$ cat config.mk
export PLATFORM = sky130hd
export DESIGN_NAME = hex_scan_display
export DESIGN_NICKNAME = d
export VERILOG_FILES = /design/src/rtl/hex_scan_display.sv
export SDC_FILE = /design/constraint.sdc
export NUM_CORES = 1
export LEC_CHECK = 0
export BUFFER_PORTS_ARGS = -buffer_cell sky130_fd_sc_hd__buf_2
export CAP_MARGIN = 20
export CORE_MARGIN = 5
export CORE_UTILIZATION = 55
export DETAILED_ROUTE_END_ITERATION = 7
export PLACE_DENSITY = 0.79
export REMOVE_ABC_BUFFERS = 1
export SYNTH_ARGS = -nofsm -noshare
export SYNTH_HDL_FRONTEND = slang
export SYNTH_SLANG_ARGS = --single-unit
$ cat constraint.sdc
create_clock -name clk -period 3.9 [get_ports clk]
set_input_delay 0.585 -clock clk [delete_from_list [all_inputs] [get_ports clk]]
set_output_delay 0.585 -clock clk [all_outputs]
set_load 0.1 [all_outputs]
$ cat src/rtl/hex_scan_display.sv
// Scanned driver for N common-anode 7-segment digits: a prescaled digit scan
// with anti-ghost dead time, a frame-atomic display word, leading-zero
// blanking and a global blank. All outputs are registered.
module hex_scan_display #(
  parameter int N_DIGITS  = 4,
  parameter int SCAN_DIV  = 50000,
  parameter int BLANK_CYC = 2
) (
  input  logic                    clk,
  input  logic                    rst_n,
  input  logic                    load_valid,
  output logic                    load_ready,
  input  logic [4*N_DIGITS-1:0]   load_value,
  input  logic [N_DIGITS-1:0]     load_dp,
  input  logic                    lzb_en,
  input  logic                    blank,
  output logic [6:0]              seg_n,
  output logic                    dp_n,
  output logic [N_DIGITS-1:0]     an_n,
  output logic                    frame_tick
);

  localparam int PRE_W = (SCAN_DIV > 2) ? $clog2(SCAN_DIV) : 1;
  localparam int IDX_W = (N_DIGITS > 1) ? $clog2(N_DIGITS) : 1;

  logic [PRE_W-1:0]      r_pre;
  logic [IDX_W-1:0]      r_idx;
  logic                  r_lzb;
  logic [4*N_DIGITS-1:0] r_active;
  logic [N_DIGITS-1:0]   r_active_dp;
  logic [4*N_DIGITS-1:0] r_pend;
  logic [N_DIGITS-1:0]   r_pend_dp;
  logic                  r_ready;
  logic [6:0]            r_seg_n;
  logic                  r_dp_n;
  logic [N_DIGITS-1:0]   r_an_n;
  logic                  r_frame_tick;

  logic                  w_slot_end;
  logic                  w_wrap;
  logic                  w_accept;
  logic                  w_dead;
  logic [3:0]            w_nib;
  logic                  w_digit_dp;
  logic [IDX_W-1:0]      w_msnz;
  logic                  w_suppress;
  logic [N_DIGITS-1:0]   w_an;
  logic [6:0]            w_seg;

  function automatic logic [6:0] f_decode(input logic [3:0] nib);
    logic [6:0] seg;
    case (nib)
      4'h0:    seg = 7'h40;
      4'h1:    seg = 7'h79;
      4'h2:    seg = 7'h24;
      4'h3:    seg = 7'h30;
      4'h4:    seg = 7'h19;
      4'h5:    seg = 7'h12;
      4'h6:    seg = 7'h02;
      4'h7:    seg = 7'h78;
      4'h8:    seg = 7'h00;
      4'h9:    seg = 7'h10;
      4'hA:    seg = 7'h08;
      4'hB:    seg = 7'h03;
      4'hC:    seg = 7'h46;
      4'hD:    seg = 7'h21;
      4'hE:    seg = 7'h06;
      default: seg = 7'h0E;
    endcase
    return seg;
  endfunction

  assign w_slot_end = (r_pre == PRE_W'(SCAN_DIV - 1));
  assign w_wrap     = w_slot_end && (r_idx == IDX_W'(N_DIGITS - 1));
  assign w_accept   = load_valid && r_ready;
  assign w_dead     = (r_pre < PRE_W'(BLANK_CYC));

  // Prescaler and digit index; lzb_en is latched as each new slot begins
  always_ff @(posedge clk or negedge rst_n) begin
    if (!rst_n) begin
      r_pre <= '0;
      r_idx <= '0;
      r_lzb <= 1'b0;
    end else if (w_slot_end) begin
      r_pre <= '0;
      r_idx <= w_wrap ? '0 : r_idx + IDX_W'(1);
      r_lzb <= lzb_en;
    end else begin
      r_pre <= r_pre + PRE_W'(1);
    end
  end

  // Pending slot fill on handshake, commit to active only at frame wrap.
  // An accept can only happen while pending is empty, so it never coincides
  // with a commit; a word accepted on the wrap cycle waits a full frame.
  always_ff @(posedge clk or negedge rst_n) begin
    if (!rst_n) begin
      r_active    <= '0;
      r_active_dp <= '0;
      r_pend      <= '0;
      r_pend_dp   <= '0;
      r_ready     <= 1'b1;
    end else if (w_accept) begin
      r_pend    <= load_value;
      r_pend_dp <= load_dp;
      r_ready   <= 1'b0;
    end else if (w_wrap && !r_ready) begin
      r_active    <= r_pend;
      r_active_dp <= r_pend_dp;
      r_ready     <= 1'b1;
    end
  end

  // Current digit selection, leading-zero detection and segment decode
  always_comb begin
    w_nib      = '0;
    w_digit_dp = 1'b0;
    w_msnz     = '0;
    w_an       = '1;
    for (int unsigned k = 0; k < N_DIGITS; k++) begin
      if (r_idx == IDX_W'(k)) begin
        w_nib      = r_active[4*k +: 4];
        w_digit_dp = r_active_dp[k];
        w_an[k]    = 1'b0;
      end
      if (r_active[4*k +: 4] != 4'h0) begin
        w_msnz = IDX_W'(k);
      end
    end
    w_suppress = r_lzb && (r_idx > w_msnz);
    w_seg      = w_suppress ? 7'h7F : f_decode(w_nib);
  end

  // Registered pin drivers; anodes held off during dead time or blank
  always_ff @(posedge clk or negedge rst_n) begin
    if (!rst_n) begin
      r_seg_n      <= 7'h7F;
      r_dp_n       <= 1'b1;
      r_an_n       <= '1;
      r_frame_tick <= 1'b0;
    end else begin
      r_seg_n      <= w_seg;
      r_dp_n       <= !w_digit_dp;
      r_an_n       <= (blank || w_dead) ? '1 : w_an;
      r_frame_tick <= w_wrap;
    end
  end

  assign load_ready = r_ready;
  assign seg_n      = r_seg_n;
  assign dp_n       = r_dp_n;
  assign an_n       = r_an_n;
  assign frame_tick = r_frame_tick;

endmodule
==> results.sh, run 1 <==
export IMPL_outcome="complete, no violations"
export IMPL_synth_top_cell_area_share_pct=44.0
export IMPL_cellLeakagePower_nw=1.89
export IMPL_endpoint_kind="flip-flop"
export IMPL_hold_viol=0
export IMPL_crit_chain="nor3_1, nand2_2, nor4_4, buf_4, nand3_2, mux2_4"
export IMPL_cts_resized=0
export IMPL_worstMarginPinSlew_ns=0.805
export IMPL_overflow=0
export IMPL_synthDistinctLibCells=42
export IMPL_timing_final_crit_share_pct=67.1
export IMPL_port_buffers=38
export IMPL_finalSetupViolations=0
export IMPL_cp_required_ns=4.13
export IMPL_p_clk_share_pct=43.2
export IMPL_ir_drop_mv=0.302
export IMPL_yosysMostFrequentCell="dfrtp_1"
export IMPL_wl_mm=5.96
export IMPL_die_area_mm2=0.00788
export IMPL_startpoint_type="flip-flop"
export IMPL_power_frac_seq_pct=53.2
export IMPL_syn_inst=273
export IMPL_p_int_mw=1.17
export IMPL_cp_slowest_cell="nand3_2"
export IMPL_rsz0062_at_grt="no"
export IMPL_h_tree_depth=3
export IMPL_rows=28
export IMPL_diodes=0
export IMPL_grt_max_degree=50
export IMPL_hold_class="primary input to asynchronous set/reset pin"
export IMPL_swShare_pct=21.6
export IMPL_wl_per_cell_um=15.1
export IMPL_drtPass1Iterations=4
export IMPL_yosysWarningCount=0
export IMPL_setup_tns_ns=0
export IMPL_fillers=473
export IMPL_ant_nets=0
export IMPL_netlist_area_mm2=0.00341
export IMPL_cp_arrival_ns=2.85
export IMPL_max_stage_delay_ns=0.58
export IMPL_first_global_vias=2269
export IMPL_power_switching_mw=0.322
export IMPL_synth_common_cells="dfrtp_1, mux2_2, nand2_1"
export IMPL_maxCapViolations=0
export IMPL_fmax_mhz=382
export IMPL_synth_seq_area_share_pct=54.0
export IMPL_tritoncts="built"
export IMPL_cts_hold_buf=0
export IMPL_dp_hpwl_mm=4.31
export IMPL_nets=353
export IMPL_io_pins=39
export IMPL_power_density_mw_per_mm2=385
export IMPL_p_comb_share_pct=3.6
export IMPL_critPathKind="flip-flop to flip-flop"
export IMPL_holdWs_ns=0.215
export IMPL_grt_first_pass_wirelength_mm=10.3
export IMPL_critPathLaunch="r_pre[11]$_DFF_PN0_"
export IMPL_drt_iter0_markers=114
export IMPL_drc=0
export IMPL_start_util_pct=57.0
export IMPL_synthTopCellsByArea="dfrtp_1, dfstp_2, mux2_4"
export IMPL_skew_ns=0.0105
export IMPL_synth_edff_count=0
export IMPL_cp_max_fo=21
export IMPL_cts_root_buf="clkbuf_8"
export IMPL_cts_sinks=73
export IMPL_synthFlopType="dfrtp_1"
export IMPL_yosys_area_top_type="dfrtp_1"
export IMPL_synthToLayoutAreaGrowth_pct=13.7
export IMPL_die_y_um=88.8
export IMPL_maxSlewViolCount=0
export IMPL_async_reset_ff_share_pct=100
export IMPL_core_area_mm2=0.00599
export IMPL_ys_seq_elements=73
export IMPL_cts_made_buffers=9
export IMPL_drive_gt1_share_pct=36.3
export IMPL_layout_min_cycle_time_ns=2.62
export IMPL_synth_area_per_cell_um2=12.5
export IMPL_cts_setup_buffers=0
export IMPL_clock_path_buffers=2
export IMPL_clk_pin_slew_worst_paths_ns=0.08
export IMPL_clk_latency_ns=0.35
export IMPL_antenna_found_initial=0
export IMPL_relSlewSlack_pct=46.2
export IMPL_r2r_start="r_pre[11]$_DFF_PN0_"
export IMPL_track_usage_pct=17.2
export IMPL_viasPerCell=5.50
export IMPL_fp_dieW_um=88.8
export IMPL_gp_congestion=0.843
export IMPL_via_count=2174
[cells in the final DEF, fill, tap and decap left out, types with 5 or more instances in the layout]
cell / n
dfrtp_1: 60
buf_2: 38
nand2_1: 23
mux2_2: 23
mux2_4: 19
nor2_1: 14
ha_1: 13
dfstp_2: 13
inv_1: 11
nand3_1: 9
clkbuf_8: 9
a21oi_1: 8
o21ai_0: 8
xor2_1: 7
nor4_1: 6
xnor2_1: 5
[flip-flops by register name, summed over array words and instances (netlist names)]
signal and flops:
r_active 16, r_pend 16, r_pre 16, seg_n 7, an_n 4, r_active_dp 4, r_pend_dp 4, r_idx 2
dp_n 1, frame_tick 1, load_ready 1, r_lzb 1
[layer usage]
layer	global-route usage [%]	up-vias	part of all wire, %
met3	4.84	8	4.7
met4	8.52	0	2.0
li1	-	1051	-
met1	22.2	1076	46
met2	26.7	39	47
met5	0	-	0
[power groups by stage]
stage | combinational (mW) | clock, mW | sequential [mW]
floorplan | 0.0224 | 0 | 0.809
global route | 0.0619 | 0.698 | 0.798
detailed placement | 0.0562 | 0 | 0.810
global placement | 0.0537 | 0 | 0.808
finish | 0.0544 | 0.645 | 0.795
CTS | 0.0563 | 0.655 | 0.795
[critical path: cells and delay by family (launching register included)]
family	cells	cell delay [ns]
multiplexers	1	0.52
AND/OR/NAND/NOR	4	1.30
buffers and inverters	1	0.24
flip-flops	1	0.43
[worst paths after layout]
check,endpoint,slack (ns),cells past startpoint
worst max-delay path,r_active[11]$_DFFE_PN0P_,1.28,6
max in group asynchronous,r_pend_dp[2]$_DFFE_PN0P_,2.67,2
worst min register to register,dp_n$_DFF_PN1_,0.43,1
min in group clk,load_ready$_DFFE_PN1P_,0.42,2
worst max register to register,r_active[11]$_DFFE_PN0P_,1.28,6
worst min-delay path,r_pre[4]$_DFF_PN0_,0.22,1
[cell families (layout without fill, tap and decap cells)]
kind of cell             Yosys count  after routing  synth area share [%]
XOR/XNOR                          12             12                  3.08
AO/OA/AOI/OAI                     32             32                  6.20
buffers and inverters             21             68                  2.82
flip-flops                        73             73                  54.0
AND/OR/NAND/NOR                   77             77                  12.3
multiplexers                      45             45                  16.8
adder cells (fa/ha/maj)           13             13                  4.77
[area by class of cell]
cell class	count	area, um^2	share of cell area (%)
tap	75	93.8	2.42
timing repair buffer	41	213	5.48
inverter	11	41.3	1.06
sequential	73	1840	47.5
clock inverter	6	90.1	2.32
multi-input combinational	179	1470	38.0
clock buffer	10	128	3.29
[metrics by stage]
| stage | utilization (%) | std cells | setup slack (ns) | area [um^2] | power, mW |
|---|---|---|---|---|---|
| after floorplan | - | 263 | 1.37 | 3360 | 0.831 |
| after CTS | 64.8 | 395 | 1.27 | 3880 | 1.51 |
| after detailed placement | 61.2 | 379 | 1.28 | 3660 | 0.866 |
| final | 64.8 | 395 | 1.28 | 3880 | 1.49 |
| after global placement | 61.2 | 379 | 1.41 | 3660 | 0.862 |
| after global routing | 64.8 | 395 | 1.07 | 3880 | 1.56 |
No activity file was read; power rests on OpenSTA's default activity.
==> run 2, diff against run 1 <==
==> constraint.sdc (replaced) <==
create_clock -name clk -period 2.53 [get_ports clk]
set_input_delay 0.3795 -clock clk [delete_from_list [all_inputs] [get_ports clk]]
set_output_delay 0.3795 -clock clk [all_outputs]
set_load 0.1 [all_outputs]
==> run 2 against run 1 <==
Against the previous run: clock power is 43% higher; via count is 1.5% lower; hold slack worse by 0.0093 ns; sequential power is 53% higher; design area is 0.93% higher; core utilization is 0.61 points higher; critical endpoint is now seg_n[3]$_DFF_PN1_; highest routed layer unchanged.
==> results.sh, run 2 (synthesized netlist as in run 1, its figures left out) <==
export IMPL_outcome="complete, no violations"
export IMPL_power_frac_seq_pct=54.8
export IMPL_timing_final_crit_share_pct=90.5
export IMPL_h_tree_depth=3
export IMPL_drtPass1Iterations=5
export IMPL_die_area_mm2=0.00788
export IMPL_nets=359
export IMPL_cellLeakagePower_nw=1.91
export IMPL_dp_hpwl_mm=4.23
export IMPL_io_pins=39
export IMPL_port_buffers=38
export IMPL_grt_max_degree=33
export IMPL_p_clk_share_pct=41.3
export IMPL_fin_cells=401
export IMPL_clk_pin_slew_worst_paths_ns=0.07
export IMPL_hold_class="primary input to flip-flop"
export IMPL_antenna_found_initial=0
export IMPL_clock_path_buffers=2
export IMPL_route_met3_wl_um=327
export IMPL_diodes=0
export IMPL_final_cell_area_mm2=0.00392
export IMPL_critPathKind="flip-flop to flip-flop"
export IMPL_drc=0
export IMPL_dp_slack_ns=0.245
export IMPL_ir_drop_mv=0.436
export IMPL_holdWs_ns=0.206
export IMPL_wl_per_cell_um=14.7
export IMPL_m1WireLength_mm=2.75
export IMPL_maxSlewViolCount=0
export IMPL_die_y_um=88.8
export IMPL_worstMarginPinSlew_ns=0.794
export IMPL_cp_max_fo=11
export IMPL_maxCapViolations=0
export IMPL_layout_common_cells="dfrtp_1, buf_2, nand2_1, mux2_2, mux2_4"
export IMPL_power_density_mw_per_mm2=570
export IMPL_via_count=2142
export IMPL_clk_latency_ns=0.34
export IMPL_overflow=0
export IMPL_synthToLayoutAreaGrowth_pct=14.8
export IMPL_final_common_cell="dfrtp_1"
export IMPL_p_comb_share_pct=3.9
export IMPL_finalSetupViolations=0
export IMPL_wl_mm=5.88
export IMPL_grt_first_pass_wirelength_mm=10.3
export IMPL_rows=28
export IMPL_gp_congestion=0.826
export IMPL_fmax_mhz=437
export IMPL_setup_tns_ns=0
export IMPL_start_util_pct=57.0
export IMPL_hold_viol=0
export IMPL_total_power_mw=2.23
export IMPL_cts_setup_buffers=0
export IMPL_track_usage_pct=17.5
export IMPL_layout_min_cycle_time_ns=2.29
export IMPL_relSlewSlack_pct=46.9
export IMPL_startpoint_type="flip-flop"
export IMPL_first_global_vias=2196
export IMPL_cts_root_buf="clkbuf_8"
export IMPL_fin_ws_ns=0.241
export IMPL_swShare_pct=21.3
export IMPL_biggestRegsByFlops="r_active: 16 flops, r_pend: 16 flops, r_pre: 16 flops"
export IMPL_dp_cells=384
export IMPL_wl_met2_mm=2.70
export IMPL_power_switching_mw=0.475
export IMPL_routed_top_layer="met4"
export IMPL_tritoncts="built"
export IMPL_post_route_util_pct=65.4
export IMPL_dpl_cell_area_mm2=0.00370
export IMPL_cts_made_buffers=9
export IMPL_drt_iter0_markers=78
export IMPL_viasPerCell=5.34
export IMPL_cp_required_ns=2.81
export IMPL_cp_arrival_ns=2.56
export IMPL_ant_nets=0
export IMPL_drive_gt1_share_pct=37.1
export IMPL_core_area_mm2=0.00599
export IMPL_fp_dieW_um=88.8
export IMPL_p_int_mw=1.76
export IMPL_endpoint_kind="flip-flop"
export IMPL_rsz0062_at_grt="no"
export IMPL_skew_ns=0.00814
export IMPL_cts_sinks=73
-- run 2: cell types whose count changed in the layout (fill, tap and decap cells not counted) --
cell           delta
bufinv_16         -1
dlygate4sd3_1     +1
buf_4             +5
inv_6             -1
clkbuf_8          +2
-- run 2: cell type report --
type / instances / area (um^2)
fill: 465 / 2070
clock inverter: 4 / 51.3
multi-input combinational: 179 / 1470
inverter: 11 / 41.3
tap: 75 / 93.8
clock buffer: 12 / 155
timing repair buffer: 47 / 260
sequential: 73 / 1840
-- run 2: layer usage --
metal  up-vias  global-route usage (%)
met5         -                       0
met4         0                    8.93
met3        13                    5.40
met2        54                    26.1
met1      1012                    23.0
li1       1063                       -
-- run 2: worst paths after layout --
check	endpoint	startpoint	slack [ns]	cells past startpoint
hold / removal	load_ready$_DFFE_PN1P_	load_valid	0.21	2
min in group asynchronous	r_pre[12]$_DFF_PN0_	rst_n	0.50	2
hold reg to reg	dp_n$_DFF_PN1_	r_active_dp[3]$_DFFE_PN0P_	0.43	1
setup reg to reg	seg_n[3]$_DFF_PN1_	r_idx[0]$_DFFE_PN0N_	0.24	10
max in group asynchronous	r_active[4]$_DFFE_PN0P_	rst_n	1.26	3
setup / recovery	seg_n[3]$_DFF_PN1_	r_idx[0]$_DFFE_PN0N_	0.24	10
-- run 2: what timing repair did --
item,in CTS,in global routing
resized for setup,0,0
hold endpoints to repair,12,0
hold buffers,1,0
-- run 2: power by group through the flow --
stage	combinational (mW)	clock (mW)	sequential, mW
final	0.0866	0.924	1.22
after global routing	0.0980	1.01	1.23
after CTS	0.0892	0.949	1.22
after detailed placement	0.0875	0	1.25
after global placement	0.0842	0	1.24
after floorplan	0.0346	0	1.25
-- run 2: critical path: stages, from the launching register on --
cell and delay [ns]:
dfrtp_1 0.39, inv_1 0.10, ha_1 0.33, nor2b_1 0.18
o21ai_0 0.14, o31a_1 0.27, inv_1 0.13, ha_1 0.22
mux2_2 0.26, mux2i_1 0.13, nand2_1 0.07
==> run 3, diff against run 2 <==
--- a/config.mk
+++ b/config.mk
@@ -5,12 +5,13 @@
 export SDC_FILE = /design/constraint.sdc
 export NUM_CORES = 1
 export LEC_CHECK = 0
+export ABC_AREA = 1
 export BUFFER_PORTS_ARGS = -buffer_cell sky130_fd_sc_hd__buf_2
 export CAP_MARGIN = 20
 export CORE_MARGIN = 5
 export CORE_UTILIZATION = 55
 export DETAILED_ROUTE_END_ITERATION = 7
-export PLACE_DENSITY = 0.79
+export PLACE_DENSITY = 0.78
 export REMOVE_ABC_BUFFERS = 1
 export SYNTH_ARGS = -nofsm -noshare
 export SYNTH_HDL_FRONTEND = slang
==> run 3 against run 2 <==
Against the previous run: first-iteration DRC count increased by 58%; die area increased by 6.0%; sequential share of layout area decreased by 1.9 points; final cell count increased by 35%; highest routed layer unchanged.
==> results.sh, run 3 <==
export IMPL_cts_made_buffers=9
export IMPL_cts_sinks=73
export IMPL_setup_tns_ns=0
export IMPL_synthFlopType="dfrtp_1"
export IMPL_r2r_start="r_pre[0]$_DFF_PN0_"
export IMPL_grt_first_pass_wirelength_mm=12.0
export IMPL_async_reset_ff_share_pct=100
export IMPL_start_util_pct=57.1
export IMPL_relSlewSlack_pct=57.3
export IMPL_core_area_mm2=0.00639
export IMPL_maxSlewViolCount=0
export IMPL_first_global_vias=2710
export IMPL_cp_max_fo=41
export IMPL_cts_hold_buf=0
export IMPL_netlist_area_mm2=0.00364
export IMPL_clk_latency_ns=0.34
export IMPL_drive_gt1_share_pct=21.8
export IMPL_r2r_end="r_active_dp[1]$_DFFE_PN0P_"
export IMPL_synthToLayoutAreaGrowth_pct=12.1
export IMPL_die_area_mm2=0.00835
export IMPL_power_density_mw_per_mm2=537
export IMPL_viasPerCell=5.20
export IMPL_track_usage_pct=17.6
export IMPL_timing_final_crit_share_pct=81.2
export IMPL_rows=29
export IMPL_ff2ff_path_depth=9
export IMPL_reg2reg_slack_ns=0.47
export IMPL_ys_seq_elements=73
export IMPL_clk_pin_slew_worst_paths_ns=0.07
export IMPL_outcome="complete, no violations"
export IMPL_maxCapViolations=0
export IMPL_critPathKind="flip-flop to flip-flop"
export IMPL_cts_root_buf="clkbuf_8"
export IMPL_yosysWarningCount=0
export IMPL_crit_chain="ha_1, nand2_2, nor2_4, nand4_2, nor2_4, nand3_4, buf_4, nand2_1, o21ai_2"
export IMPL_yosysMostFrequentCell="nand2_1"
export IMPL_dp_hpwl_mm=5.06
export IMPL_yosys_area_share_simple_pct=23.8
export IMPL_synthMuxAreaShare_pct=0
export IMPL_layout_min_cycle_time_ns=2.06
export IMPL_synth_edff_count=0
export IMPL_synth_compound_area_share_pct=10.6
export IMPL_synth_xor_area_share_pct=2.40
export IMPL_drtPass1Iterations=4
export IMPL_cp_slowest_cell="dfrtp_1"
export IMPL_swShare_pct=21.8
export IMPL_cp_required_ns=2.75
export IMPL_synth_top_cell_area_share_pct=41.2
export IMPL_synthDistinctLibCells=32
export IMPL_syn_inst=417
export IMPL_cp_arrival_ns=2.27
export IMPL_p_int_mw=1.72
export IMPL_wl_per_cell_um=12.8
export IMPL_power_frac_seq_pct=55.4
export IMPL_cpMostUsedCell="nor2_4"
export IMPL_fillers=530
export IMPL_tritoncts="built"
export IMPL_worstMarginPinSlew_ns=0.641
export IMPL_layout_common_cells="nand2_1, dfrtp_1, inv_1"
export IMPL_die_y_um=91.4
export IMPL_synthTopCellsByArea="dfrtp_1, dfstp_2, nand2_1"
export IMPL_synthAdderAreaFrac_pct=4.46
export IMPL_overflow=0
export IMPL_post_route_util_pct=63.9
export IMPL_h_tree_depth=3
export IMPL_biggestRegsByFlops="r_active: 16 flops, r_pend: 16 flops, r_pre: 16 flops"
export IMPL_cts_resized=0
export IMPL_nets=498
export IMPL_power_switching_mw=0.478
export IMPL_synth_area_per_cell_um2=8.74
export IMPL_dp_slack_ns=0.486
export IMPL_startpoint_type="flip-flop"
export IMPL_ir_drop_mv=0.422
export IMPL_finalSetupViolations=0
export IMPL_wl_mm=6.90
export IMPL_skew_ns=0.00951
export IMPL_total_power_mw=2.19
export IMPL_final_common_cell="nand2_1"
export IMPL_p_comb_share_pct=4.8
export IMPL_hold_viol=0
export IMPL_fin_ws_ns=0.474
export IMPL_fmax_mhz=486
export IMPL_synth_top_family_by_area="simple AND/OR/NAND/NOR gates"
export IMPL_ant_nets=0
export IMPL_endpoint_kind="flip-flop"
export IMPL_synth_seq_area_share_pct=50.6
export IMPL_drc=0
export IMPL_max_stage_delay_ns=0.40
export IMPL_yosys_area_top_type="dfrtp_1"
export IMPL_cpLargestDelayFamily="simple AND/OR/NAND/NOR gates"
export IMPL_io_pins=39
export IMPL_gp_congestion=0.948
export IMPL_synth_common_cells="nand2_1, dfrtp_1, inv_1"
export IMPL_drt_iter0_markers=123
export IMPL_clock_path_buffers=2
export IMPL_rsz0062_at_grt="no"
export IMPL_via_count=2813
export IMPL_fp_dieW_um=91.4
export IMPL_antenna_found_initial=0
export IMPL_cellLeakagePower_nw=2.09
export IMPL_diodes=0
export IMPL_cts_setup_buffers=0
export IMPL_port_buffers=38
export IMPL_hold_class="primary input to asynchronous set/reset pin"
export IMPL_p_clk_share_pct=39.8
export IMPL_path_buf_inv=1
export IMPL_grt_max_degree=47
[run 3: changes by cell type in the layout (fill, tap and decap cells not counted), moves of 5 or more]
cell	before	now
o21ai_2	0	20
nand3_1	9	29
a21oi_1	8	30
nor2_1	14	50
mux2_4	19	0
buf_4	8	3
inv_1	11	57
nand2_1	23	85
mux2_2	23	0
[run 3: power groups by stage]
stage               clock (mW)  sequential, mW  combinational [mW]
finish                   0.873            1.22               0.106
global route             0.953            1.22               0.123
CTS                      0.903            1.22               0.109
detailed placement           0            1.24               0.109
global placement             0            1.23               0.104
floorplan                    0            1.24              0.0457
[run 3: per-stage QoR]
step	hold slack, ns	instance area, um^2	instances
5_1_grt	0.0978	4080	541
3_5_place_dp	0.441	3900	526
2_1_floorplan	0.0839	3570	407
6_report	0.0522	4080	541
4_1_cts	0.0654	4080	541
3_3_place_gp	0.432	3900	526
[run 3: cell type report]
cell class	instances	area, um^2	share of cell area (%)
Inverter	59	221	5.42
Multi-Input combinational cell	275	1500	36.8
Clock inverter	3	42.5	1.04
Sequential cell	73	1840	45.1
Tap cell	77	96.3	2.36
Timing Repair Buffer	42	233	5.70
Clock buffer	12	145	3.55
[run 3: per-layer routing]
metal  wire (um)  global-route usage (%)
met1        3180                    23.4
met2        3170                    27.1
met3         380                    4.63
met4         170                    7.70
met5           0                       0
[run 3: worst max-delay path by stage]
stage	cells after the start	start	end
final	9	r_pre[0]$_DFF_PN0_	r_active_dp[1]$_DFFE_PN0P_
after global routing	12	r_idx[0]$_DFFE_PN0N_	seg_n[0]$_DFF_PN1_
after CTS	9	r_pre[0]$_DFF_PN0_	r_active_dp[1]$_DFFE_PN0P_
after detailed placement	9	r_pre[0]$_DFF_PN0_	r_active_dp[1]$_DFFE_PN0P_
after global placement	9	r_pre[0]$_DFF_PN0_	r_active[12]$_DFFE_PN0P_
after floorplan	3	load_ready$_DFFE_PN1P_	r_pend[0]$_DFFE_PN0P_
[run 3: kinds of logic (layout without fill, tap and decap cells)]
kind of cell,after synthesis,count (layout)
compound gates,61,61
xor+xnor,10,10
buf+inv,69,116
fa+ha+maj,13,13
flops,73,73
simple gates,191,191
